===== config.mk =====
export PLATFORM = sky130hd
export DESIGN_NAME = address_sequencer
export DESIGN_NICKNAME = d
export VERILOG_FILES = /design/src/rtl/address_sequencer.sv
export SDC_FILE = /design/constraint.sdc
export NUM_CORES = 1
export LEC_CHECK = 0
export ABC_AREA = 1
export BUFFER_PORTS_ARGS = -buffer_cell sky130_fd_sc_hd__buf_2
export CELL_PAD_IN_SITES_DETAIL_PLACEMENT = 0
export CELL_PAD_IN_SITES_GLOBAL_PLACEMENT = 1
export CORE_MARGIN = 2
export CORE_UTILIZATION = 40
export DETAILED_ROUTE_END_ITERATION = 8
export PLACE_DENSITY = 0.77
export SETUP_SLACK_MARGIN = 0.02
export SLEW_MARGIN = 15
export SYNTH_ARGS = -nofsm -noshare
export SYNTH_HDL_FRONTEND = slang
export SYNTH_SLANG_ARGS = --single-unit

===== constraint.sdc =====
create_clock -name clk -period 2.7 [get_ports clk]
set_input_delay 0.27 -clock clk [delete_from_list [all_inputs] [get_ports clk]]
set_output_delay 0.27 -clock clk [all_outputs]
set_load 0.02 [all_outputs]

===== src/rtl/address_sequencer.sv =====
// Frame-transfer sequencer: per row, copies image_width words SDRAM->SRAM row cache
// (LOAD), then SRAM output region->SDRAM (STORE), driving the address calculator.
module address_sequencer #(
    parameter int DIM_W = 13
) (
    input  logic             clk,
    input  logic             rst,
    input  logic             go,
    input  logic [DIM_W-1:0] image_width,
    input  logic [DIM_W-1:0] image_height,
    input  logic             sdram_ack,
    input  logic             sram_ack,
    output logic             sdram_req,
    output logic             sram_req,
    output logic             sram_we,
    output logic             sdram_mode,
    output logic             sram_mode,
    output logic             sdram_update,
    output logic             sram_update,
    output logic             start_flag,
    output logic             busy,
    output logic             done,
    output logic [DIM_W-1:0] row_count
);

    typedef enum logic [3:0] {
        IDLE, INIT, LD_RD, LD_RD_UPD, LD_WR, LD_WR_UPD,
        ST_RD, ST_RD_UPD, ST_WR, ST_WR_UPD, ROW_END, DONE
    } state_t;

    typedef struct packed {
        logic sdram_req;
        logic sram_req;
        logic sram_we;
        logic sdram_mode;
        logic sram_mode;
        logic sdram_update;
        logic sram_update;
        logic start_flag;
        logic busy;
        logic done;
    } ctl_t;

    localparam logic [DIM_W-1:0] ONE = DIM_W'(1);

    state_t           state, state_n;
    ctl_t             ctl_q;
    logic [DIM_W-1:0] width_q, height_q;
    logic [DIM_W-1:0] pix_q, pix_n, row_n;
    logic [DIM_W-1:0] pix_inc, row_inc;

    assign pix_inc = pix_q + ONE;
    assign row_inc = row_count + ONE;

    // Moore decode; mode stays put through the update cycle after each ack.
    function automatic ctl_t decode(input state_t s);
        ctl_t c;
        c            = '0;
        c.sdram_mode = 1'b1;
        c.sram_mode  = 1'b1;
        c.busy       = (s != IDLE);
        case (s)
            INIT:      c.start_flag   = 1'b1;
            LD_RD:     c.sdram_req    = 1'b1;
            LD_RD_UPD: c.sdram_update = 1'b1;
            LD_WR: begin
                c.sram_req = 1'b1;
                c.sram_we  = 1'b1;
            end
            LD_WR_UPD: c.sram_update = 1'b1;
            ST_RD: begin
                c.sram_req  = 1'b1;
                c.sram_mode = 1'b0;
            end
            ST_RD_UPD: begin
                c.sram_update = 1'b1;
                c.sram_mode   = 1'b0;
            end
            ST_WR: begin
                c.sdram_req  = 1'b1;
                c.sdram_mode = 1'b0;
            end
            ST_WR_UPD: begin
                c.sdram_update = 1'b1;
                c.sdram_mode   = 1'b0;
            end
            DONE:      c.done = 1'b1;
            default:   ;
        endcase
        return c;
    endfunction

    always_comb begin
        state_n = state;
        pix_n   = pix_q;
        row_n   = row_count;
        case (state)
            IDLE:
                if (go)
                    state_n = (image_width == '0 || image_height == '0) ? DONE : INIT;
            INIT: begin
                pix_n   = '0;
                row_n   = '0;
                state_n = LD_RD;
            end
            LD_RD:     if (sdram_ack) state_n = LD_RD_UPD;
            LD_RD_UPD: state_n = LD_WR;
            LD_WR:     if (sram_ack) state_n = LD_WR_UPD;
            LD_WR_UPD:
                if (pix_inc == width_q) begin
                    pix_n   = '0;
                    state_n = ST_RD;
                end else begin
                    pix_n   = pix_inc;
                    state_n = LD_RD;
                end
            ST_RD:     if (sram_ack) state_n = ST_RD_UPD;
            ST_RD_UPD: state_n = ST_WR;
            ST_WR:     if (sdram_ack) state_n = ST_WR_UPD;
            ST_WR_UPD:
                if (pix_inc == width_q) begin
                    pix_n   = '0;
                    state_n = ROW_END;
                end else begin
                    pix_n   = pix_inc;
                    state_n = ST_RD;
                end
            ROW_END: begin
                row_n   = row_inc;
                state_n = (row_inc == height_q) ? DONE : LD_RD;
            end
            DONE:      state_n = IDLE;
            default:   state_n = IDLE;
        endcase
    end

    always_ff @(posedge clk or posedge rst) begin
        if (rst) begin
            state     <= IDLE;
            ctl_q     <= decode(IDLE);
            width_q   <= '0;
            height_q  <= '0;
            pix_q     <= '0;
            row_count <= '0;
        end else begin
            state     <= state_n;
            ctl_q     <= decode(state_n);
            pix_q     <= pix_n;
            row_count <= row_n;
            if (state == IDLE && go) begin
                width_q  <= image_width;
                height_q <= image_height;
            end
        end
    end

    assign sdram_req    = ctl_q.sdram_req;
    assign sram_req     = ctl_q.sram_req;
    assign sram_we      = ctl_q.sram_we;
    assign sdram_mode   = ctl_q.sdram_mode;
    assign sram_mode    = ctl_q.sram_mode;
    assign sdram_update = ctl_q.sdram_update;
    assign sram_update  = ctl_q.sram_update;
    assign start_flag   = ctl_q.start_flag;
    assign busy         = ctl_q.busy;
    assign done         = ctl_q.done;

endmodule

# Yosys cells after proc, flatten, opt, wreduce, memory -nomap -nowiden
# Index checks and enable logic that the tools add are counted.
dict set report totals {
  romBits 0
  output_inout_bits 23
  elab_cells 76
  mem_count 0
  latch_bits 0
  ff_bits 66
  ramBits 0
}
dict set report op_classes {
  addsub 2
  n_bitwise 0
  n_reduce_logical 15
  shifts 0
  n_eq_ne 22
  mux 22
  order_cmp 0
  div 0
  multipliers 0
}
# cell n
set ops {}
lappend ops {{$pmux 13 s2} 2}
lappend ops {{$pmux 4 s11} 1}
lappend ops {{$eq 4x3->1 const B} 8}
lappend ops {{$mux 4} 8}
lappend ops {{$add 13x1->13 const B} 2}
lappend ops {{$eq 13x13->1} 2}
lappend ops {{$logic_not 13->1} 2}
lappend ops {{$eq 4x4->1 const B} 6}
lappend ops {{$eq 4x2->1 const B} 4}
lappend ops {{$reduce_or 2->1} 7}
lappend ops {{$mux 13} 1}
lappend ops {{$mux 1} 9}
lappend ops {{$eq 4x1->1 const B} 2}
lappend ops {{$logic_not 4->1} 1}
lappend ops {{$reduce_bool 2->1} 2}
lappend ops {{$reduce_bool 4->1} 1}
lappend ops {{$mux 3} 1}
lappend ops {{$logic_and 1x1->1} 1}
lappend ops {{$logic_or 1x1->1} 1}

# Longest topological paths before layout
dict set report depth {
  word_depth 8
  depth_mapped 16
  mapped_depth_nobuf 16
}

# Worst setup path after synthesis
# OpenSTA, ideal clock, no wires.
dict set report synth_path {
  kind {register to register}
  start {register row_count[1]}
  end {register ctl_q (netlist bit sdram_req)}
  required_time_ps 2583
  synth_period_minus_slack_ps 2006
  arrival_time_ps 1889
  setup_slack_ps 694
  path_stages_with_launch 15
  cell_sequence {dfrtp_1 -> ha_1 -> nand2_1 -> nor2_1 -> nand3_1 -> nand2_1 -> nand2_1 -> nand2_1 -> nand2_1 -> nor3_1 -> nand2_1 -> nand3_2 -> nor2_1 -> nand2_1 -> nand2_1}
}
dict set report synth_between {
  elab_chain_cells 7
}
# item line
set synth_lines {}
lappend synth_lines {{start: declaration} 23} ;# output logic [DIM_W-1:0] row_count
lappend synth_lines {{start signal: assignment} 149} ;# row_count <= row_n;
lappend synth_lines {{$add 13x1->13 (*)} 53} ;# assign row_inc = row_count + ONE;
lappend synth_lines {{$eq 13x13->1 (*)} 130} ;# state_n = (row_inc == height_q) ? DONE : LD_RD;
lappend synth_lines {{$mux 4 (*)} 130}
lappend synth_lines {{$pmux 4 s11 (*)} 97} ;# case (state)
lappend synth_lines {{via state_n[0]} 46} ;# state_t state, state_n;
lappend synth_lines {{$eq 4x4->1 / $eq 4x2->1 (equally long branches)} 62} ;# case (s)
lappend synth_lines {{$reduce_or 2->1 (no line) (*)} n/a}
lappend synth_lines {{$mux 1 (*)} 62}
lappend synth_lines {{end signal: assignment} 140} ;# ctl_q <= decode(IDLE);
lappend synth_lines {{end signal: assignment} 147} ;# ctl_q <= decode(state_n);
lappend synth_lines {{end: declaration} 47} ;# ctl_t ctl_q;
# Mark *: on every way through the listed nets, which the timed path passes. The rest lies on a longest branch.
# A chain may end at the register's enable or synchronous reset.

# Final worst setup path
# Same ends and word-level chain as after synthesis.

==> metrics <==
status complete, no violations; clock skew 0.00908 ns; worst path required time 2.94 ns; Final nets 644; initial antenna violation count 0; Arr. time, crit path 2.64 ns; CP Class reg -> reg; final hold vios 0; Worst setup endpoint sdram_req; Crit. Startpoint row_count[1]; slowest CP cell dfrtp_1; Final Cell Area 4570 µm²; placed cells 728; Synth-to-Final Area Change 18.5%; fmax 416 MHz; Clock power frac 26.8%; unrepaired setup endpoints after global routing no; post_cts resized 0; Reg power frac 37.6%; final period utilization 89.1%; Relative slew margins 56.4%; RR Endpoint sdram_req; Max-cap violations 0; Net Count, Synth 579; cell count after synthesis 546; # IOs 54; Non-Filler Instances 745; clk slew on worst S/H paths 0.08 ns; Die ar. 10,400 µm²; Startpoint Class register; PortBufs 53; pre-CTS WS 0.341 ns; PD cells 857 nW/µm²; GP Congestion 0.876; drt first pass iters 5; switching pwr 1.52 mW; most area-consuming cells after synthesis dfrtp_1 42%, nand2_1 18%, nand3_1 7.0%, inv_1 6.8%, nor2_1 5.0%; sequential fraction of the synthesis area 42.9%; diodes inserted 0; synth unique cells 35; most used cell, CP nand2_1; Avg WL per Cell 13.7 µm; Synth top area share 41.5%; Post-CTS Setup Repair Bufs 0; # setup viols final 0; R2R Path Start row_count[1]; GRT Total Usage 21.1%; vias 3,673; register bit total from synthesis 66; LEAKAGE 2.33 nW; Critical Path, Cell by Cell ha_1 -> nand2_1 -> nor2_1 -> nand3_1 -> nand2_1 -> nand2_1 -> nand2_1 -> nand2_1 -> nor3_1 -> nand2_1 -> nand3_2 -> nor2_1 -> nand2_1 -> nand2_1; Yosys warnings 0; pin count of the biggest net entering global routing 27; site row count 35; die width 102 µm; Detailed Route WL 10.2 mm; Syn Area/Cell 7.06 µm²; Netlist Area Pre-Place 3850 µm²; post-synth top area cell dfrtp_1; dpl hpwl 7.75 mm; flop-to-flop setup slack 0.29 ns; Tot Pwr 3.91 mW; final critical-path required period 2.41 ns; clk sink count 66; drt drc 0; Num CTS Buffers 9; First DRT Iteration DRCs 207; starting density of the core 41.5%; slowest cell delay on critical path 0.42 ns; Sw Share 38.8%; P_int 2.39 mW; Clk Latency, worst-skew pair 0.34 ns; vias in the first global route 3,438; Min-Delay Path Class in -> reg; R2R cell count 14; Hold Path Depth 3; final core utilization 49.2%; core area 9280 µm²; final total negative setup slack 0 ns; antenna-violating nets left 0; # fillers 1,017; critical path fanouts, max 7; most common cell after layout, fill and taps aside nand2_1; IR drop worst, VDD 491 µV; Logic pwr share 35.5%; Area after DPL 4310 µm²; Worst Max-Slew Pin Slew 0.648 ns; H-tree Lvls 3; commonest cells after routing, fill and taps aside 188 x nand2_1, 69 x inv_1, 64 x dfrtp_1; Crit. End Element register; clk root buf clkbuf_8; gr ovfl total 0; CTS Buffer Depth 2; final setup margin 0.294 ns; TritonCTS clock tree done; average vias per placed instance 4.93; first-pass GRT wire length 17.0 mm; Slew Limit Fails 0; DIE HEIGHT 102 µm; smallest hold slack 0.132 ns; share of cells above drive strength 1 16.2%
-- critical path: cells and delay by family, from the launching register on --
family / cells / cell delay (ns)
AND/OR/NAND/NOR: 13 / 1.60
flip-flops: 1 / 0.42
adder cells (fa/ha/maj): 1 / 0.29
-- synthesized netlist by cell type, drive strengths merged --
cell,count
nand2,191
inv,74
dfrtp,64
nor2,59
nand3,58
o21ai,31
o22ai,17
nand4,12
nor4,6
nand3b,5
clkbuf,4
and2,3
buf,3
nor3,3
a21boi,2
a21oi,2
dfstp,2
ha,2
xnor2,2
xor2,2
clkinv,1
o21bai,1
or2,1
xnor3,1
-- area by class of cell --
| cell class | count | area, µm² | area share [%] |
|---|---|---|---|
| Timing Repair Buffer | 61 | 328 | 7.18 |
| Tap cell | 129 | 161 | 3.53 |
| Multi-Input combinational cell | 398 | 1890 | 41.4 |
| Clock inverter | 6 | 114 | 2.49 |
| Sequential cell | 66 | 1650 | 36.2 |
| Clock buffer | 10 | 138 | 3.01 |
| Inverter | 75 | 282 | 6.16 |
-- kinds of logic (layout without fill, tap and decap cells) --
| group | count (synthesis) | count (layout) | share of synthesized area [%] |
|---|---|---|---|
| simple gates | 338 | 338 | 39.2 |
| buf+inv | 82 | 152 | 8.05 |
| flops | 66 | 66 | 42.9 |
| compound gates | 53 | 53 | 7.72 |
| xor+xnor | 5 | 5 | 1.49 |
| fa+ha+maj | 2 | 2 | 0.649 |
-- how the worst min path moves through the flow --
stage / startpoint / endpoint / slack [ns]
3_5_place_dp: rst / width_q[1] / 0.36
4_1_cts: image_height[11] / height_q[11] / 0.12
6_report: image_height[11] / height_q[11] / 0.13
3_3_place_gp: rst / width_q[4] / 0.35
2_1_floorplan: image_height[11] / height_q[11] / 0.38
5_1_grt: image_height[11] / height_q[11] / 0.12
-- per-layer routing --
metal	global-route usage (%)	routed length (µm)
met1	32.5	5350
met2	31.2	4430
met3	2.60	413
met4	6.05	46
met5	0	0
-- flip-flops by register name, indices dropped and copies added, names as in the netlist --
signal        flops
sdram_update      1
row_count        13
width_q          13
sram_we           1
sdram_req         1
state             4
sram_mode         1
height_q         13
sram_req          1
done              1
pix_q            13
sram_update       1
start_flag        1
busy              1
sdram_mode        1
-- power by group through the flow --
stage               clock (mW)  sequential [mW]  combinational, mW
finish                    1.05             1.47               1.39
global route              1.10             1.51               1.60
floorplan                    0             1.50              0.976
CTS                       1.06             1.47               1.40
detailed placement           0             1.48               1.39
global placement             0             1.48               1.38
-- timing repair --
action | CTS | global route
hold endpoints to repair | 24 | 0
hold buffers | 1 | 0
endpoints found under the setup margin | 0 | 0
(Power assumes the default switching activity.)
